[config.mk]
export PLATFORM = sky130hd
export DESIGN_NAME = bus_decode_flat
export DESIGN_NICKNAME = d
export VERILOG_FILES = /design/src/rtl/mc_pkg.sv /design/src/rtl/bus_decode_if.sv /design/src/rtl/mc_watchdog.sv /design/src/rtl/bus_decode.sv /design/src/flat_wrapper.sv
export SDC_FILE = /design/constraint.sdc
export NUM_CORES = 1
export LEC_CHECK = 0
export CORE_ASPECT_RATIO = 0.9
export CORE_MARGIN = 1.5
export CORE_UTILIZATION = 46
export CTS_CLUSTER_DIAMETER = 60
export CTS_CLUSTER_SIZE = 8
export DETAILED_ROUTE_END_ITERATION = 10
export GPL_ROUTABILITY_DRIVEN = 0
export PLACE_DENSITY = 0.85
export REMOVE_ABC_BUFFERS = 1
export SETUP_SLACK_MARGIN = 0.2
export SYNTH_ARGS = -nofsm -noshare
export SYNTH_HDL_FRONTEND = slang
export SYNTH_SLANG_ARGS = --single-unit
[constraint.sdc]
create_clock -name clk_10M -period 1.9 [get_ports clk_10M]
set_input_delay 0.38 -clock clk_10M [delete_from_list [all_inputs] [get_ports clk_10M]]
set_output_delay 0.38 -clock clk_10M [all_outputs]
set_load 0.02 [all_outputs]
[src/rtl/mc_pkg.sv]
// Shared address map, range bounds and watchdog state type for the
// Missile Command CPU-side bus logic.
package mc_pkg;

  localparam logic [7:0] PG_OUTLATCH = 8'h48;
  localparam logic [7:0] PG_IN0      = 8'h48;
  localparam logic [7:0] PG_IN1      = 8'h49;
  localparam logic [7:0] PG_DIP      = 8'h4A;
  localparam logic [7:0] PG_COLOUR   = 8'h4B;
  localparam logic [7:0] PG_WDOG     = 8'h4C;
  localparam logic [7:0] PG_INTACK   = 8'h4D;

  // RAM starts at page 0x00 and ROM runs to 0xFF, so only the inner bounds matter.
  localparam logic [7:0] RAM_HI   = 8'h3F;
  localparam logic [7:0] POKEY_LO = 8'h40;
  localparam logic [7:0] POKEY_HI = 8'h47;
  localparam logic [7:0] ROM_LO   = 8'h50;

  typedef enum logic [1:0] {
    WD_COUNT,
    WD_FIRE,
    WD_HOLD
  } wd_state_e;

endpackage

[src/rtl/bus_decode_if.sv]
// 6502-side bus as seen by the responder: address, write data, write
// strobe and the interrupt-acknowledge return.
interface bus_decode_if;

  logic [15:0] s_addr;
  logic [7:0]  s_db_out;
  logic        s_WRITE_n;
  logic        s_INTACK_n;

  modport master (output s_addr, output s_db_out, output s_WRITE_n, input s_INTACK_n);
  modport slave  (input s_addr, input s_db_out, input s_WRITE_n, output s_INTACK_n);

endinterface

[src/rtl/mc_watchdog.sv]
// Frame-counting watchdog: fires a fixed-width CPU reset request when too
// many frames pass without a kick.
module mc_watchdog
  import mc_pkg::*;
#(
  parameter int WDOG_FRAMES = 8,
  parameter int WDOG_PULSE  = 16
) (
  input  logic clk_10M,
  input  logic reset,
  input  logic frame_tick,
  input  logic kick,
  input  logic pause,
  output logic wdog_reset
);

  wd_state_e  state_q, state_d;
  logic [7:0] frameCnt_q, frameCnt_d;
  logic [7:0] pulseCnt_q, pulseCnt_d;

  always_ff @(posedge clk_10M) begin
    if (reset) begin
      state_q    <= WD_COUNT;
      frameCnt_q <= '0;
      pulseCnt_q <= '0;
    end else begin
      state_q    <= state_d;
      frameCnt_q <= frameCnt_d;
      pulseCnt_q <= pulseCnt_d;
    end
  end

  // FIRE is the first high cycle, so HOLD leaves once the decremented count reaches 1.
  always_comb begin
    state_d    = state_q;
    frameCnt_d = frameCnt_q;
    pulseCnt_d = pulseCnt_q;
    wdog_reset = 1'b0;
    case (state_q)
      WD_COUNT: begin
        if (kick) begin
          frameCnt_d = '0;
        end else if (frame_tick && !pause) begin
          frameCnt_d = frameCnt_q + 8'd1;
          if (frameCnt_q == 8'(WDOG_FRAMES - 1)) state_d = WD_FIRE;
        end
      end
      WD_FIRE: begin
        wdog_reset = 1'b1;
        pulseCnt_d = 8'(WDOG_PULSE);
        if (WDOG_PULSE == 1) begin
          state_d    = WD_COUNT;
          frameCnt_d = '0;
        end else begin
          state_d = WD_HOLD;
        end
      end
      WD_HOLD: begin
        wdog_reset = 1'b1;
        pulseCnt_d = pulseCnt_q - 8'd1;
        if (pulseCnt_q <= 8'd2) begin
          state_d    = WD_COUNT;
          frameCnt_d = '0;
        end
      end
      default: state_d = WD_COUNT;
    endcase
  end

endmodule

[src/rtl/bus_decode.sv]
// CPU-side bus responder: chip-select decode, write commits to the output
// latch and colour RAM, interrupt-acknowledge pulse and the watchdog.
module bus_decode
  import mc_pkg::*;
#(
  parameter int WDOG_FRAMES = 8,
  parameter int WDOG_PULSE  = 16,
  parameter int ACK_PULSE   = 2
) (
  input  logic        clk_10M,
  input  logic        reset,
  input  logic        pause,
  bus_decode_if.slave bus,
  input  logic [7:0]  vcnt,
  input  logic [2:0]  pix_idx,
  output logic        wdog_reset,
  output logic        ram_cs,
  output logic        pokey_cs,
  output logic        in0_oe,
  output logic        in1_oe,
  output logic        dip_oe,
  output logic        rom_cs,
  output logic [7:0]  out_latch,
  output logic [2:0]  pix_rgb
);

  logic [7:0] page;
  logic       wrN_q;
  logic       wrCommit;
  logic       frameTick;
  logic       kick;
  logic [7:0] vcntPrev_q;
  logic [7:0] outLatch_q;
  logic [2:0] colour_q [8];
  logic [2:0] pixRgb_q;
  logic [3:0] ackCnt_q, ackCnt_d;
  logic       unusedAddr;

  assign page       = bus.s_addr[15:8];
  assign unusedAddr = ^bus.s_addr[7:3];

  always_comb begin
    ram_cs   = (page <= RAM_HI);
    pokey_cs = (page >= POKEY_LO) && (page <= POKEY_HI);
    in0_oe   = (page == PG_IN0);
    in1_oe   = (page == PG_IN1);
    dip_oe   = (page == PG_DIP);
    rom_cs   = (page >= ROM_LO);
  end

  // One commit per strobe: only the first low cycle after a high one counts.
  assign wrCommit  = wrN_q & ~bus.s_WRITE_n;
  assign frameTick = (vcntPrev_q == 8'hFF) && (vcnt == 8'h00);
  assign kick      = wrCommit && (page == PG_WDOG);

  always_comb begin
    ackCnt_d = ackCnt_q;
    if (wrCommit && (page == PG_INTACK)) begin
      ackCnt_d = 4'(ACK_PULSE);
    end else if (ackCnt_q != 4'd0) begin
      ackCnt_d = ackCnt_q - 4'd1;
    end
  end

  always_ff @(posedge clk_10M) begin
    if (reset) begin
      wrN_q      <= 1'b1;
      vcntPrev_q <= '0;
      outLatch_q <= '0;
      pixRgb_q   <= '0;
      ackCnt_q   <= '0;
      for (int i = 0; i < 8; i++) colour_q[i] <= '0;
    end else begin
      wrN_q      <= bus.s_WRITE_n;
      vcntPrev_q <= vcnt;
      ackCnt_q   <= ackCnt_d;
      pixRgb_q   <= colour_q[pix_idx];
      if (wrCommit && (page == PG_OUTLATCH)) outLatch_q <= bus.s_db_out;
      if (wrCommit && (page == PG_COLOUR)) colour_q[bus.s_addr[2:0]] <= bus.s_db_out[3:1];
    end
  end

  assign bus.s_INTACK_n = (ackCnt_q == 4'd0);
  assign out_latch      = outLatch_q;
  assign pix_rgb        = pixRgb_q;

  mc_watchdog #(
    .WDOG_FRAMES (WDOG_FRAMES),
    .WDOG_PULSE  (WDOG_PULSE)
  ) u_watchdog (
    .clk_10M    (clk_10M),
    .reset      (reset),
    .frame_tick (frameTick),
    .kick       (kick),
    .pause      (pause),
    .wdog_reset (wdog_reset)
  );

endmodule

[src/flat_wrapper.sv]
// flat-port wrapper written by rule: the top's interface ports become plain ports
module bus_decode_flat import mc_pkg::*;
#(
  parameter int WDOG_FRAMES = 8,
  parameter int WDOG_PULSE  = 16,
  parameter int ACK_PULSE   = 2
)
  (clk_10M, reset, pause, vcnt, pix_idx, wdog_reset, ram_cs, pokey_cs, in0_oe, in1_oe, dip_oe, rom_cs, out_latch, pix_rgb, bus_s_addr, bus_s_db_out, bus_s_WRITE_n, bus_s_INTACK_n);
  bus_decode_if bus_i ();
  input  logic clk_10M;
  input  logic reset;
  input  logic pause;
  input  logic [7:0] vcnt;
  input  logic [2:0] pix_idx;
  output logic wdog_reset;
  output logic ram_cs;
  output logic pokey_cs;
  output logic in0_oe;
  output logic in1_oe;
  output logic dip_oe;
  output logic rom_cs;
  output logic [7:0] out_latch;
  output logic [2:0] pix_rgb;
  input wire logic [$bits(bus_i.s_addr)-1:0] bus_s_addr;
  input wire logic [$bits(bus_i.s_db_out)-1:0] bus_s_db_out;
  input wire logic [$bits(bus_i.s_WRITE_n)-1:0] bus_s_WRITE_n;
  output wire logic [$bits(bus_i.s_INTACK_n)-1:0] bus_s_INTACK_n;
  assign bus_i.s_addr = bus_s_addr;
  assign bus_i.s_db_out = bus_s_db_out;
  assign bus_i.s_WRITE_n = bus_s_WRITE_n;
  assign bus_s_INTACK_n = bus_i.s_INTACK_n;
  bus_decode #(.WDOG_FRAMES(WDOG_FRAMES), .WDOG_PULSE(WDOG_PULSE), .ACK_PULSE(ACK_PULSE)) u_core (.clk_10M(clk_10M), .reset(reset), .pause(pause), .bus(bus_i), .vcnt(vcnt), .pix_idx(pix_idx), .wdog_reset(wdog_reset), .ram_cs(ram_cs), .pokey_cs(pokey_cs), .in0_oe(in0_oe), .in1_oe(in1_oe), .dip_oe(dip_oe), .rom_cs(rom_cs), .out_latch(out_latch), .pix_rgb(pix_rgb));
endmodule
==> impl_metrics.ini <==
[run_status]
status = finished with violations
violations = setup timing

[layout]
layout-drive-gt1-share = 0.289
num_antenna_cells = 0
syn_to_final_growth_pct = 44.0
utilization = 0.694
num-nets-final = 417
stdcell_area_um2 = 4290

[floorplanning]
start_util = 0.482
die_area_um2 = 6970
die_y_um = 79.4
die_x_um = 87.8
rows = 27
num_io_pins = 58
coreArea_um2 = 6180

[timing]
clock_skew_ns = 0.00500
setup_viol = 7
tightest_slew_ns = 0.342
fin_crit_ns = 1.93
final.setup.worst_slack_ns = -0.0335
hold_viol = 0
timing.slew.headroom = 0.772
rsz0062_at_grt = true
max_freq_mhz = 517
drv_slew = 0
setup-tns-final_ns = -0.105
fin_crit_sh = 1.02

[place]
place_ws_ns = -0.787
post-dp-hpwl_um = 4600
port_buffers = 52
placedInstanceArea_um2 = 3830

[hold_path]
min-delay-path-class = flip-flop to flip-flop

[power_and_ir_drop]
p_per_area_nw_per_um2 = 680
ir_drop_mv = 0.488
p_total_mw = 2.92
power_leakage_nw = 1.80

[global_route]
grt_usage = 0.213
grt_pass1_vias = 2310
grt-ovfl-total = 0
grt_max_degree = 25
antenna_found_initial = 0
grt_pass1_wl_um = 10900

[logic_synthesis]
synth_top_area_frac = 0.282
synth_most_common_cell = dfxtp_1
ys_ff_latch = 66
ys.flop_type = dfxtp_1
synth_cells = 280
yosys.area.top_type = dfxtp_1
synth_cell_types = 41
syn_area_um2 = 2980
avgSynthCellArea_um2 = 10.6
ys_seq_area_frac = 0.524
ys_warn_count = 0
async_flop_share = 0
synth_edf_count = 24
synthTopCellsByCount = dfxtp_1, nor2_1, and2_1, edfxtp_1, nand2b_1
synthTopCellsByArea = dfxtp_1, edfxtp_1, and2_1

[clock_tree]
clk_latency_ns = 0.34
path_clk_slew_ns = 0.07
cts_sinks = 66
htreeDepth = 3
cts_root_buf = clkbuf_8
cts_inserted_buffers = 9
cts_hold_buf = 0
cts_buffer_depth = 2
cts_tree = built

[worst_setup_path]
critical_path_required_ns = 2.11
cp-end-kind = flip-flop
critPathLaunchType = flip-flop
cp_max_fo = 8
cp.arrival_ns = 2.14
critPathKind = flip-flop to flip-flop

[job]
drv_cap = 0

[drt]
drt-initial-drc-count = 135
ant_nets = 0
routed_wirelength_um = 7090
drcViolationCount = 0
num_vias = 2406
vias_per_cell = 5.19
wl_per_cell_um = 15.3
drt_first_pass_iters = 4
## cell type report
type,count,area (um2)
Sequential cell,66,1560
Multi-Input combinational cell,198,1580
Timing Repair Buffer,88,810
Clock buffer,13,159
Fill cell,406,1890
Tap cell,87,109
Inverter,9,33.8
Clock inverter,3,37.5
## power breakdown
part,internal [mW],total [mW],switching (mW)
logic,0.138,0.249,0.111
clock network,0.671,1.17,0.501
registers,1.49,1.50,0.00936
total,2.30,2.92,0.622
## sequential cells by signal, indices dropped and copies added, names as in the netlist
| name | cells |
|---|---|
| u_core.out_latch | 8 |
| u_core.u_watchdog.frameCnt_q | 8 |
| u_core.wrN_q | 1 |
| u_core.pix_rgb | 3 |
| u_core.colour_q | 24 |
| u_core.ackCnt_q | 4 |
| u_core.u_watchdog.pulseCnt_q | 8 |
| u_core.u_watchdog.state_q | 2 |
| u_core.vcntPrev_q | 8 |
## stage by stage
step | hold WS (ns) | instances
after floorplan | 0.445 | 273
after global placement | 0.459 | 443
after detailed placement | 0.468 | 443
after CTS | 0.486 | 463
after global routing | 0.495 | 464
final | 0.472 | 464
## layout by cell type, fill, tap and decap left out, drive strengths merged, types with 8 or more instances in the layout
cell            n
edfxtp         24
nor2           33
dfxtp          42
nand2b         15
mux2i          12
and2           24
nor2b          10
clkdlybuf4s50  27
nand2          12
or2            11
buf            46
nor3            8
a31oi           9
inv             9
clkbuf         15
## metal layers
metal | share of wire | track usage | wire length (um)
met1 | 0.43 | 0.258 | 3020
met2 | 0.49 | 0.332 | 3440
met3 | 0.057 | 0.0696 | 404
met4 | 0.032 | 0.116 | 225
met5 | 0 | 0 | 0
## logic make-up (layout without fill, tap and decap cells)
group,after synthesis,in the layout,share of synthesized area
mux,18,18,0.0856
xor+xnor,6,6,0.0176
fa+ha+maj,6,6,0.0252
flops,66,66,0.524
simple gates,140,140,0.267
compound gates,28,28,0.0605
buf+inv,16,113,0.0206
## worst max-delay path, cell delays in order, from the launching register on
cell and delay (ns):
dfxtp_2 0.32, or4_4 0.53, o41a_1 0.41, o21bai_1 0.19, o41a_4 0.25, a31oi_1 0.11
## final timing paths
kind / depth (start not counted) / start / to / slack, ns
max: 5 / u_core.u_watchdog.pulseCnt_q[3] / u_core.u_watchdog.frameCnt_q[4] / -0.03
min: 2 / u_core.u_watchdog.frameCnt_q[1] / u_core.u_watchdog.frameCnt_q[1] / 0.47
max reg2reg: 5 / u_core.u_watchdog.pulseCnt_q[3] / u_core.u_watchdog.frameCnt_q[4] / -0.03
min reg2reg: 2 / u_core.u_watchdog.frameCnt_q[1] / u_core.u_watchdog.frameCnt_q[1] / 0.47
## timing repair
| item | CTS | global route |
|---|---|---|
| gates resized for setup | 79 | 44 |
| buffers inserted | 4 | 1 |
| pin swaps | 20 | 16 |
| setup endpoints to repair | 77 | 51 |
Note: power is estimated with default switching activity, not from simulation.
